==> src/rtl/mdio_slave.sv <==
// Clause 22 MDIO responder: frames read/write requests onto a register port.
// Build option: MDIO_SLAVE_PREAMBLE_SUPPRESS_EN accepts ST after any preamble.
module mdio_slave #(
    parameter logic [4:0] PHY_ADDR = 5'd1
) (
    input  logic        clk,
    input  logic        rst,
    input  logic        mdc_i,
    input  logic        mdio_i,
    output logic        mdio_o,
    output logic        mdio_oe,
    output logic [4:0]  reg_addr,
    output logic        reg_rd,
    input  logic [15:0] reg_rdata,
    output logic        reg_wr,
    output logic [15:0] reg_wdata,
    output logic        frame_err
);

    typedef enum logic [2:0] {
        S_PRE,
        S_ST,
        S_OP,
        S_PHYAD,
        S_REGAD,
        S_TA,
        S_DATA,
        S_SKIP
    } state_t;

    state_t      state;
    logic        mdc_s1;
    logic        mdc_s2;
    logic        mdc_s3;
    logic        mdio_s1;
    logic        mdio_s2;
    logic        bit_ev;
    logic        bit_in;
    logic        pre_ok;
    logic        is_rd;
    logic [5:0]  pre_cnt;
    logic [4:0]  bit_cnt;
    logic [3:0]  fld;
    logic [15:0] sh;

    assign bit_ev = mdc_s2 & ~mdc_s3;
    assign bit_in = mdio_s2;

`ifdef MDIO_SLAVE_PREAMBLE_SUPPRESS_EN
    assign pre_ok = (pre_cnt != 6'd0);
`else
    assign pre_ok = (pre_cnt == 6'd32);
`endif

    // Bring MDC and MDIO into the clk domain; mdc_s3 only feeds edge detect.
    always_ff @(posedge clk) begin
        if (rst) begin
            mdc_s1  <= 1'b0;
            mdc_s2  <= 1'b0;
            mdc_s3  <= 1'b0;
            mdio_s1 <= 1'b0;
            mdio_s2 <= 1'b0;
        end else begin
            mdc_s1  <= mdc_i;
            mdc_s2  <= mdc_s1;
            mdc_s3  <= mdc_s2;
            mdio_s1 <= mdio_i;
            mdio_s2 <= mdio_s1;
        end
    end

    // Frame sequencer; every state change happens on an MDC rising event.
    always_ff @(posedge clk) begin
        if (rst) begin
            state     <= S_PRE;
            pre_cnt   <= 6'd0;
            bit_cnt   <= 5'd0;
            fld       <= 4'd0;
            is_rd     <= 1'b0;
            sh        <= 16'd0;
            mdio_o    <= 1'b1;
            mdio_oe   <= 1'b0;
            reg_addr  <= 5'd0;
            reg_rd    <= 1'b0;
            reg_wr    <= 1'b0;
            reg_wdata <= 16'd0;
            frame_err <= 1'b0;
        end else begin
            reg_rd    <= 1'b0;
            reg_wr    <= 1'b0;
            frame_err <= 1'b0;
            // Read data arrives the clk after the request pulse.
            if (reg_rd) begin
                sh <= reg_rdata;
            end
            if (bit_ev) begin
                unique case (state)
                    S_PRE: begin
                        if (bit_in) begin
                            if (pre_cnt != 6'd32) begin
                                pre_cnt <= pre_cnt + 6'd1;
                            end
                        end else begin
                            pre_cnt <= 6'd0;
                            if (pre_ok) begin
                                state <= S_ST;
                            end
                        end
                    end
                    S_ST: begin
                        bit_cnt <= 5'd0;
                        if (bit_in) begin
                            state <= S_OP;
                        end else begin
                            frame_err <= 1'b1;
                            state     <= S_PRE;
                            pre_cnt   <= 6'd0;
                        end
                    end
                    S_OP: begin
                        fld <= {fld[2:0], bit_in};
                        if (bit_cnt == 5'd0) begin
                            bit_cnt <= 5'd1;
                        end else begin
                            bit_cnt <= 5'd0;
                            unique case ({fld[0], bit_in})
                                2'b10: begin
                                    is_rd <= 1'b1;
                                    state <= S_PHYAD;
                                end
                                2'b01: begin
                                    is_rd <= 1'b0;
                                    state <= S_PHYAD;
                                end
                                default: begin
                                    frame_err <= 1'b1;
                                    state     <= S_PRE;
                                    pre_cnt   <= 6'd0;
                                end
                            endcase
                        end
                    end
                    S_PHYAD: begin
                        fld <= {fld[2:0], bit_in};
                        if (bit_cnt == 5'd4) begin
                            bit_cnt <= 5'd0;
                            if ({fld, bit_in} == PHY_ADDR) begin
                                state <= S_REGAD;
                            end else begin
                                state <= S_SKIP;
                            end
                        end else begin
                            bit_cnt <= bit_cnt + 5'd1;
                        end
                    end
                    S_REGAD: begin
                        fld <= {fld[2:0], bit_in};
                        if (bit_cnt == 5'd4) begin
                            bit_cnt  <= 5'd0;
                            reg_addr <= {fld, bit_in};
                            reg_rd   <= is_rd;
                            state    <= S_TA;
                        end else begin
                            bit_cnt <= bit_cnt + 5'd1;
                        end
                    end
                    S_TA: begin
                        if (bit_cnt == 5'd0) begin
                            bit_cnt <= 5'd1;
                        end else begin
                            bit_cnt <= 5'd0;
                            state   <= S_DATA;
                            if (is_rd) begin
                                mdio_oe <= 1'b1;
                                mdio_o  <= 1'b0;
                            end
                        end
                    end
                    S_DATA: begin
                        if (is_rd) begin
                            if (bit_cnt == 5'd16) begin
                                mdio_oe <= 1'b0;
                                mdio_o  <= 1'b1;
                                bit_cnt <= 5'd0;
                                pre_cnt <= 6'd0;
                                state   <= S_PRE;
                            end else begin
                                mdio_o  <= sh[15];
                                sh      <= {sh[14:0], 1'b0};
                                bit_cnt <= bit_cnt + 5'd1;
                            end
                        end else begin
                            sh <= {sh[14:0], bit_in};
                            if (bit_cnt == 5'd15) begin
                                reg_wdata <= {sh[14:0], bit_in};
                                reg_wr    <= 1'b1;
                                bit_cnt   <= 5'd0;
                                pre_cnt   <= 6'd0;
                                state     <= S_PRE;
                            end else begin
                                bit_cnt <= bit_cnt + 5'd1;
                            end
                        end
                    end
                    S_SKIP: begin
                        if (bit_cnt == 5'd17) begin
                            bit_cnt <= 5'd0;
                            pre_cnt <= 6'd0;
                            state   <= S_PRE;
                        end else begin
                            bit_cnt <= bit_cnt + 5'd1;
                        end
                    end
                    default: begin
                        state   <= S_PRE;
                        pre_cnt <= 6'd0;
                    end
                endcase
            end
        end
    end

endmodule
==> config.mk <==
export PLATFORM = sky130hd
export DESIGN_NAME = mdio_slave
export DESIGN_NICKNAME = d
export VERILOG_FILES = /design/src/rtl/mdio_slave.sv
export SDC_FILE = /design/constraint.sdc
export NUM_CORES = 1
export LEC_CHECK = 0
export BUFFER_PORTS_ARGS = -buffer_cell sky130_fd_sc_hd__buf_2
export CAP_MARGIN = 25
export CORE_MARGIN = 3
export CORE_UTILIZATION = 51
export CTS_BUF_LIST = sky130_fd_sc_hd__clkbuf_2
export DETAILED_ROUTE_END_ITERATION = 10
export MAX_ROUTING_LAYER = met4
export PLACE_DENSITY = 0.72
export SLEW_MARGIN = 20
export SYNTH_ARGS = -nofsm -noshare
export SYNTH_HDL_FRONTEND = slang
export SYNTH_SLANG_ARGS = --single-unit
export TNS_END_PERCENT = 10
==> constraint.sdc <==
create_clock -name clk -period 4.91 [get_ports clk]
set_input_delay 0.7365 -clock clk [delete_from_list [all_inputs] [get_ports clk]]
set_output_delay 0.7365 -clock clk [all_outputs]
set_load 0.1 [all_outputs]
==> results_dict.tcl, run 1 <==
set metrics [dict create \
    fin_nets 424 \
    start_util_pct 53.7 \
    wl_mm 7.15 \
    dpl_cell_area_mm2 0.00344 \
    setup_viol_count_final 0 \
    final_core_util_pct 58.8 \
    area_growth_pct 9.57 \
    postCtsHoldBufs 0 \
    cts_inserted_buffers 9 \
    synthesis.nets 393 \
    holdPathStages 2 \
    synth-async-reset-ratio_pct 0 \
    synth_compound_area_share_pct 14.5 \
    grt_pass1_wl_mm 12.0 \
    synthSimpleGateAreaFrac_pct 22.6 \
    grtUsageMet1_pct 27.5 \
    drc 0 \
    first_global_vias 2574 \
    busiest_layer "met2" \
    synth_warnings 0 \
    rr_startpoint "state[1]" \
    p_leak_nw 1.39 \
    crit_buf_inv 1 \
    boundaryPins 46 \
    core_mm2 0.00606 \
    synth_top_area_share_pct 40.6 \
    synth_xor_area_share_pct 0.269 \
    post_cts_buffers 0 \
    drv_cap 0 \
    reg2reg_depth 5 \
    hold_viol_final 0 \
    slowest_delay_ps 1020 \
    portBuffers 45 \
    drtPass1Iterations 4 \
    via_per_inst 5.74 \
    gp_congestion 0.900 \
    n_antenna_cell 0 \
    timing.final.crit_share_pct 58.0 \
    fin_tns_setup_ps 0 \
    path_class "register to primary output" \
    synth_edf_count 0 \
    max_freq_mhz 351 \
    outcome "completed" \
    hp-class "primary input to register" \
    cpMaxStageDelayCell "dfxtp_1" \
    power-per-cell-area_mw_per_mm2 250 \
    cp.required_ps 4170 \
    clk_path_buf_depth 2 \
    slew_headroom_pct 32.7 \
    synth_commonest_cells "dfxtp_1 (66), nor2_1 (59), mux2i_1 (40), clkbuf_1 (18), a211oi_1 (17)" \
    gr-usage-met3_pct 5.76 \
    die_area_mm2 0.00738 \
    grt_use_met2_pct 30.5 \
    ys.flop_type "dfxtp_1" \
    rsz0062_at_grt "no" \
    synth_top_family_by_area "simple AND/OR/NAND/NOR gates" \
    cp_top_family "flip-flops" \
    syn_inst 365 \
    cp-startpoint "reg_rd" \
    cp_num_cells 1 \
    critPathLaunchType "register" \
    worstHoldStart "mdio_i" \
    synth_top_cell_by_area "dfxtp_1" \
    synth_most_common_cell "dfxtp_1" \
    clkTransAtPathRegs_ps 190 \
    cts_resized 0 \
    htreeDepth 3 \
    syn_area_per_cell_um2 8.92 \
    grt_max_degree 35 \
    drt_iter0_drc 246 \
    synth.area.top_cells "dfxtp_1 (41%), mux2i_1 (12%), nor2_1 (6.8%), a211oi_1 (3.9%), ha_1 (3.1%)" \
    grt_overflow_total 0 \
    grt_antenna_before_repair 0 \
    clock-root-buffer "clkbuf_2" \
    place_hpwl_mm 4.82 \
    track_usage_pct 20.8 \
    die_h_um 85.9 \
    ys_seq_area_share_pct 40.6 \
    cts_tree "done" \
    synth_mux_area_share_pct 13.3 \
    netlist_area_mm2 0.00325 \
    ant_nets 0 \
    synth-seq-cells 66 \
    crit_chain "buf_2" \
    cts_sinks 66 \
    critPathCaptureType "primary output" \
    fin_area_mm2 0.00357 \
    fin_crit_ps 2850 \
    worstPathArrival_ps 2110 \
    peakVddDrop_uv 204 \
    drive_gt1_share_pct 19.2 \
    path_max_fanout 17 \
    die_w_um 85.9 \
    synth-adder-area-share_pct 3.08 \
    wl_per_cell_um 15.0 \
    worstMarginPinSlew_ps 1010 \
    num_rows 28 \
    slew_viol_final 0 \
    clock_latency_ps 500 \
    fin_skew_ps 29.6 \
    synthDistinctLibCells 57 \
    vias 2732 \
]
final timing paths:
kind | end | slack, ps
hold reg to reg | mdc_s2 | 440
hold / removal | mdio_s1 | 440
setup / recovery | reg_rd | 2060
setup reg to reg | reg_wdata[9] | 2150
per-layer routing:
metal,share of wire [%],routed length [um]
met1,48,3430
met2,46,3260
met3,5.0,359
met4,1.4,100
met5,0,0
layout by cell type (no fill, tap or decap), types with 8 or more instances in the layout:
cell | netlist | final
a21oi_1 | 10 | 10
dfxtp_1 | 66 | 66
clkbuf_2 | 0 | 10
mux2i_1 | 40 | 40
nor2b_1 | 12 | 12
buf_2 | 6 | 46
a211oi_1 | 17 | 17
nor3_1 | 9 | 9
nand3_1 | 8 | 8
inv_1 | 11 | 11
nand2_1 | 16 | 16
ha_1 | 8 | 8
nor2_1 | 59 | 59
power by group:
group,internal [W],leakage (nW),total (W),switching [W]
Combinational,0.0000144,0.799,0.0000371,0.0000226
Clock,0.000115,0.0630,0.000313,0.000198
Sequential,0.000539,0.532,0.000542,0.00000278
state kept, by name, indices dropped and copies added, names as in the netlist, 3 cells and up:
signal and flops:
fld 4, bit_cnt 5, reg_wdata 16, sh 16
reg_addr 5, pre_cnt 6, state 3
stage by stage:
step	power (W)	worst slack (ps)	cells	hold WS, ps
finish	0.000892	2060	476	437
global route	0.000927	1900	476	421
CTS	0.000900	2050	475	403
detailed placement	0.000589	2230	459	423
global placement	0.000589	2230	458	420
floorplan	0.000576	2680	365	414
kinds of logic (layout without fill, tap and decap cells):
logic type / count (synthesis) / in the layout
AOI/OAI and AO/OA: 66 / 66
buffers and inverters: 39 / 75
adders and majority gates: 8 / 8
DFF: 66 / 66
muxes: 43 / 43
xor gates and xnor gates: 1 / 1
and+or+nand+nor: 142 / 142
cell type report:
cell class | count | area [um2]
flip-flops and latches | 66 | 1320
well taps | 75 | 93.8
fillers | 559 | 2490
repair buffers | 48 | 253
multi-input cells | 260 | 1750
clock inverters | 6 | 57.6
clock buffers | 10 | 50.0
inverters | 11 | 41.3
No activity file was read; power rests on OpenSTA's default activity.
==> run 2, diff against run 1 <==
==> constraint.sdc (replaced) <==
create_clock -name clk -period 2.95 [get_ports clk]
set_input_delay 0.4425 -clock clk [delete_from_list [all_inputs] [get_ports clk]]
set_output_delay 0.4425 -clock clk [all_outputs]
set_load 0.1 [all_outputs]
==> run 2 against run 1 <==
Against the previous run:
- hold slack got worse by 310 ps
- via count is 2.2% higher
- highest routed layer unchanged
- largest cell class unchanged
- clock-buffer cell count is 1 lower
- global-route usage grew 0.78 points
- clock skew down 15 ps
- critical path type is now register to register
- non-clock buffer count rose by 6
- critical path depth up 7
- utilization is 0.83 points higher
- wire length is 1.7% higher
==> results_dict.tcl, run 2 (synthesis gave the netlist of run 1 again) <==
set metrics [dict create \
    die_h_um 85.9 \
    path_common_cell "ha_1" \
    reg_top3 "reg_wdata x16, sh x16, pre_cnt x6" \
    htreeDepth 3 \
    multi_input_area_mm2 0.00175 \
    cp.required_ps 3350 \
    grt_pass1_wl_mm 12.4 \
    drive_gt1_share_pct 20.6 \
    wl_per_cell_um 15.1 \
    timing.final.crit_share_pct 80.8 \
    worstMarginPinSlew_ps 799 \
    clkTransAtPathRegs_ps 180 \
    peakVddDrop_uv 315 \
    area_growth_pct 11.1 \
    drt_iter0_drc 270 \
    critPathLaunchType "register" \
    cts_resized 0 \
    grt_max_degree 32 \
    clock-root-buffer "clkbuf_2" \
    cts_sinks 66 \
    slowest_delay_ps 490 \
    worstPathArrival_ps 2790 \
    final_core_util_pct 59.7 \
    swShare_pct 25.7 \
    outcome "completed" \
    core_mm2 0.00606 \
    final_common_cell "dfxtp_1" \
    hold_viol_final 0 \
    setup_viol_count_final 0 \
    vias 2791 \
    cts_inserted_buffers 9 \
    drv_cap 0 \
    die_area_mm2 0.00738 \
    p_seq_share_pct 59.9 \
    slew_viol_final 0 \
    hp-class "primary input to register" \
    post_cts_buffers 0 \
    gp_congestion 0.953 \
    power.clock.fraction_pct 35.7 \
    start_util_pct 53.7 \
    die_w_um 85.9 \
    num_rows 28 \
    crit_buf_inv 0 \
    p_int_w 0.00112 \
    postCtsHoldBufs 0 \
    grt_antenna_before_repair 0 \
    path_max_fanout 6 \
    track_usage_pct 21.6 \
    portBuffers 45 \
    critPathCaptureType "register" \
    ff_latch_area_mm2 0.00132 \
    p_leak_nw 1.43 \
    fin_nets 430 \
    fillers 551 \
    grt_overflow_total 0 \
    rsz0062_at_grt "no" \
    boundaryPins 46 \
    place_hpwl_mm 5.08 \
    via_per_inst 5.79 \
    wl_mm 7.26 \
    drc 0 \
    max_freq_mhz 420 \
    first_global_vias 2673 \
    n_antenna_cell 0 \
    cpMaxStageDelayCell "or3_1" \
    power-per-cell-area_mw_per_mm2 415 \
    cp_top_family "simple AND/OR/NAND/NOR gates" \
    crit_chain "ha_1 -> and3_2 -> ha_1 -> and2b_1 -> a211oi_2 -> or3_1 -> o311ai_0 -> o21ai_0" \
    power_switching_w 0.000386 \
    fin_tns_setup_ps 0 \
    path_class "register to register" \
    slew_headroom_pct 46.0 \
    cts_tree "done" \
    fin_crit_ps 2380 \
    fin_skew_ps 15.0 \
    clk_path_buf_depth 2 \
    ant_nets 0 \
    drtPass1Iterations 5 \
    combPwrFrac_pct 4.4 \
    layout_common_cells "dfxtp_1 (66), nor2_1 (59), buf_2 (45)" \
    clock_latency_ps 520 \
]
==> run 2: changes by cell type in the layout (fill, tap and decap cells not counted), sizes merged <==
cell,change
buf,+6
clkbuf,-1
inv,+2
clkinvlp,-1
==> run 2: layout make-up <==
type,count,area share [%]
Inverter,11,1.14
Clock buffer,9,1.25
Tap cell,75,2.60
Multi-Input combinational cell,260,48.5
Clock inverter,7,1.87
Sequential cell,66,36.5
Timing Repair Buffer,54,8.10
==> run 2: routing by layer <==
| layer | track usage (%) | vias to the layer above | share of wire (%) |
|---|---|---|---|
| met5 | - | - | 0 |
| met4 | 8.63 | 0 | 1.7 |
| met3 | 5.38 | 13 | 4.9 |
| met2 | 31.9 | 69 | 45 |
| met1 | 28.3 | 1328 | 48 |
| li1 | - | 1381 | - |
==> run 2: power by group through the flow <==
stage | sequential (W) | combinational [W] | clock (W)
finish | 0.000900 | 0.0000657 | 0.000537
CTS | 0.000900 | 0.0000655 | 0.000558
floorplan | 0.000917 | 0.0000412 | 0
global placement | 0.000918 | 0.0000646 | 0
detailed placement | 0.000918 | 0.0000653 | 0
global route | 0.000901 | 0.0000736 | 0.000586
==> run 2: final timing paths <==
kind	slack, ps	to	cells after the start	from
worst max-delay path	570	pre_cnt[5]	8	bit_cnt[0]
worst min-delay path	130	mdc_s1	2	mdc_i
worst max register to register	570	pre_cnt[5]	8	bit_cnt[0]
worst min register to register	460	mdc_s2	1	mdc_s1
==> run 2: stage by stage <==
step	cells	total power [W]	area, um2	setup slack [ps]	hold slack [ps]
after global routing	482	0.00156	3620	421	119
after detailed placement	466	0.000983	3500	627	426
final	482	0.00150	3620	568	130
after global placement	466	0.000982	3500	306	420
after floorplan	365	0.000959	3250	717	414
after CTS	482	0.00152	3620	585	89.0
==> run 3, diff against run 2 <==
--- a/config.mk
+++ b/config.mk
@@ -5,6 +5,7 @@
 export SDC_FILE = /design/constraint.sdc
 export NUM_CORES = 1
 export LEC_CHECK = 0
+export ABC_AREA = 1
 export BUFFER_PORTS_ARGS = -buffer_cell sky130_fd_sc_hd__buf_2
 export CAP_MARGIN = 25
 export CORE_MARGIN = 3
@@ -12,7 +13,7 @@
 export CTS_BUF_LIST = sky130_fd_sc_hd__clkbuf_2
 export DETAILED_ROUTE_END_ITERATION = 10
 export MAX_ROUTING_LAYER = met4
-export PLACE_DENSITY = 0.72
+export PLACE_DENSITY = 0.73
 export SLEW_MARGIN = 20
 export SYNTH_ARGS = -nofsm -noshare
 export SYNTH_HDL_FRONTEND = slang
==> constraint.sdc (replaced) <==
create_clock -name clk -period 2.5 [get_ports clk]
set_input_delay 0.375 -clock clk [delete_from_list [all_inputs] [get_ports clk]]
set_output_delay 0.375 -clock clk [all_outputs]
set_load 0.1 [all_outputs]
==> run 3 against run 2 <==
Against the previous run:
- hold slack worse by 92 ps
- power rose by 20%
- maximum frequency is 25% higher
- largest cell class unchanged
- setup slack improved by 29 ps
- largest power group unchanged
==> results_dict.tcl, run 3 <==
set metrics [dict create \
    p_total_w 0.00181 \
    portBuffers 45 \
    vias 2873 \
    die_area_mm2 0.00704 \
    drt_iter0_drc 142 \
    start_util_pct 54.5 \
    ys.flop_type "dfxtp_1" \
    grt_use_met2_pct 29.1 \
    cp.required_ps 2930 \
    via_per_inst 5.18 \
    clk_path_buf_depth 2 \
    slowest_delay_ps 440 \
    cts_inserted_buffers 9 \
    grt_max_degree 33 \
    htreeDepth 3 \
    drive_gt1_share_pct 17.6 \
    place_hpwl_mm 4.65 \
    synthDistinctLibCells 28 \
    netlist_area_mm2 0.00309 \
    ys_seq_area_share_pct 42.7 \
    first_global_vias 2519 \
    layout_common_cells "nand2_1 (69), dfxtp_1 (66), o21ai_0 (58)" \
    p_leak_nw 1.56 \
    fin_nets 506 \
    synth_warnings 0 \
    grt_overflow_total 0 \
    cts_sinks 66 \
    timing.final.crit_share_pct 76.1 \
    grt_antenna_before_repair 0 \
    reg_top3 "reg_wdata x16, sh x16, pre_cnt x6" \
    slew_viol_final 0 \
    area_growth_pct 12.7 \
    drc 0 \
    synth_top_cell_by_area "dfxtp_1" \
    n_antenna_cell 0 \
    postCtsHoldBufs 0 \
    syn_inst 436 \
    critPathCaptureType "register" \
    clkTransAtPathRegs_ps 190 \
    setup_viol_count_final 0 \
    busiest_layer "met2" \
    critPathLaunchType "register" \
    synth.area.top_cells "dfxtp_1 (43%), o21ai_0 (9.4%), nand2_1 (8.4%), a21oi_1 (7.9%), inv_1 (6.6%)" \
    cts_resized 0 \
    final_common_cell "nand2_1" \
    gp_congestion 0.913 \
    placed_cells 539 \
    worstMarginPinSlew_ps 661 \
    grtUsageMet1_pct 28.3 \
    outcome "completed" \
    synth_top_area_share_pct 42.7 \
    synth_most_common_cell "nand2_1" \
    grt_pass1_wl_mm 11.5 \
    core_mm2 0.00568 \
    synth_edf_count 0 \
    final_core_util_pct 61.4 \
    wl_mm 6.75 \
    final_cells 555 \
    power-per-cell-area_mw_per_mm2 518 \
    cpMaxStageDelayCell "dfxtp_1" \
    clock-root-buffer "clkbuf_2" \
    syn_area_per_cell_um2 7.10 \
    clock_latency_ps 540 \
    wl_per_cell_um 12.2 \
    worstPathArrival_ps 2330 \
    synthesis.nets 464 \
    slew_headroom_pct 55.9 \
    gr-usage-met3_pct 4.15 \
    path_max_fanout 32 \
    fin_tns_setup_ps 0 \
    num_rows 27 \
    fin_crit_ps 1900 \
    crit_chain "ha_1 -> nand2_1 -> nor2_1 -> ha_1 -> nand3_1 -> inv_2 -> nor2_1 -> a211oi_1" \
    synth_commonest_cells "nand2_1 (69), dfxtp_1 (66), o21ai_0 (58), inv_1 (54), a21oi_1 (49)" \
    cts_tree "done" \
    hold_ws_ps 37.6 \
    track_usage_pct 20.4 \
    synth-async-reset-ratio_pct 0 \
    synth-seq-cells 66 \
    die_w_um 83.9 \
    post_cts_buffers 0 \
    peakVddDrop_uv 272 \
    rsz0062_at_grt "no" \
    drv_cap 0 \
    ant_nets 0 \
    hp-class "primary input to register" \
    max_freq_mhz 525 \
    die_h_um 83.9 \
    path_class "register to register" \
    boundaryPins 46 \
    hold_viol_final 0 \
    drtPass1Iterations 5 \
    fin_skew_ps 37.0 \
]
[run 3: path summary, 6_finish.rpt]
check                  start            to  slack [ps]  depth (start not counted)
setup / recovery  bit_cnt[0]  reg_wdata[0]         600                          8
hold / removal        mdio_i       mdio_s1          40                          3
setup reg to reg  bit_cnt[0]  reg_wdata[0]         600                          8
hold reg to reg      mdio_s1        bit_in         410                          2
[run 3: metrics by stage]
step / worst slack, ps / cell area, um2
after global placement: 733 / 3360
after CTS: 590 / 3490
final: 597 / 3490
after global routing: 346 / 3490
after floorplan: 791 / 3090
after detailed placement: 669 / 3360
[run 3: worst max-delay path, delay by kind of cell, from the launching register on]
family,cells,cell delay [ps]
flops,1,440
simple gates,4,420
fa+ha+maj,2,400
buf+inv,1,370
compound gates,1,180
[run 3: cell type report]
type / count / area (um2)
clock buffers: 9 / 45.0
clock inverters: 7 / 77.6
fillers: 526 / 2190
inverters: 59 / 221
multi-input cells: 293 / 1460
flip-flops and latches: 66 / 1320
well taps: 72 / 90.1
repair buffers: 49 / 268
[run 3: cell families after synthesis]
logic type	count (synthesis)	share of synthesized area [%]
XOR/XNOR	2	0.566
flip-flops	66	42.7
adder cells (fa/ha/maj)	8	3.24
AO/OA/AOI/OAI	117	19.5
AND/OR/NAND/NOR	166	24.0
buffers and inverters	77	10.0
[run 3: routing by layer]
layer / wire [um] / share of wire (%)
met1: 3450 / 51
met2: 2870 / 42
met3: 333 / 4.9
met4: 108 / 1.6
met5: 0 / 0
[run 3: power breakdown]
| group | switching, W | internal (W) | total, W |
|---|---|---|---|
| registers | 0.00000526 | 0.00106 | 0.00107 |
| clock network | 0.000437 | 0.000239 | 0.000676 |
| logic | 0.0000389 | 0.0000260 | 0.0000649 |
| total | 0.000481 | 0.00133 | 0.00181 |
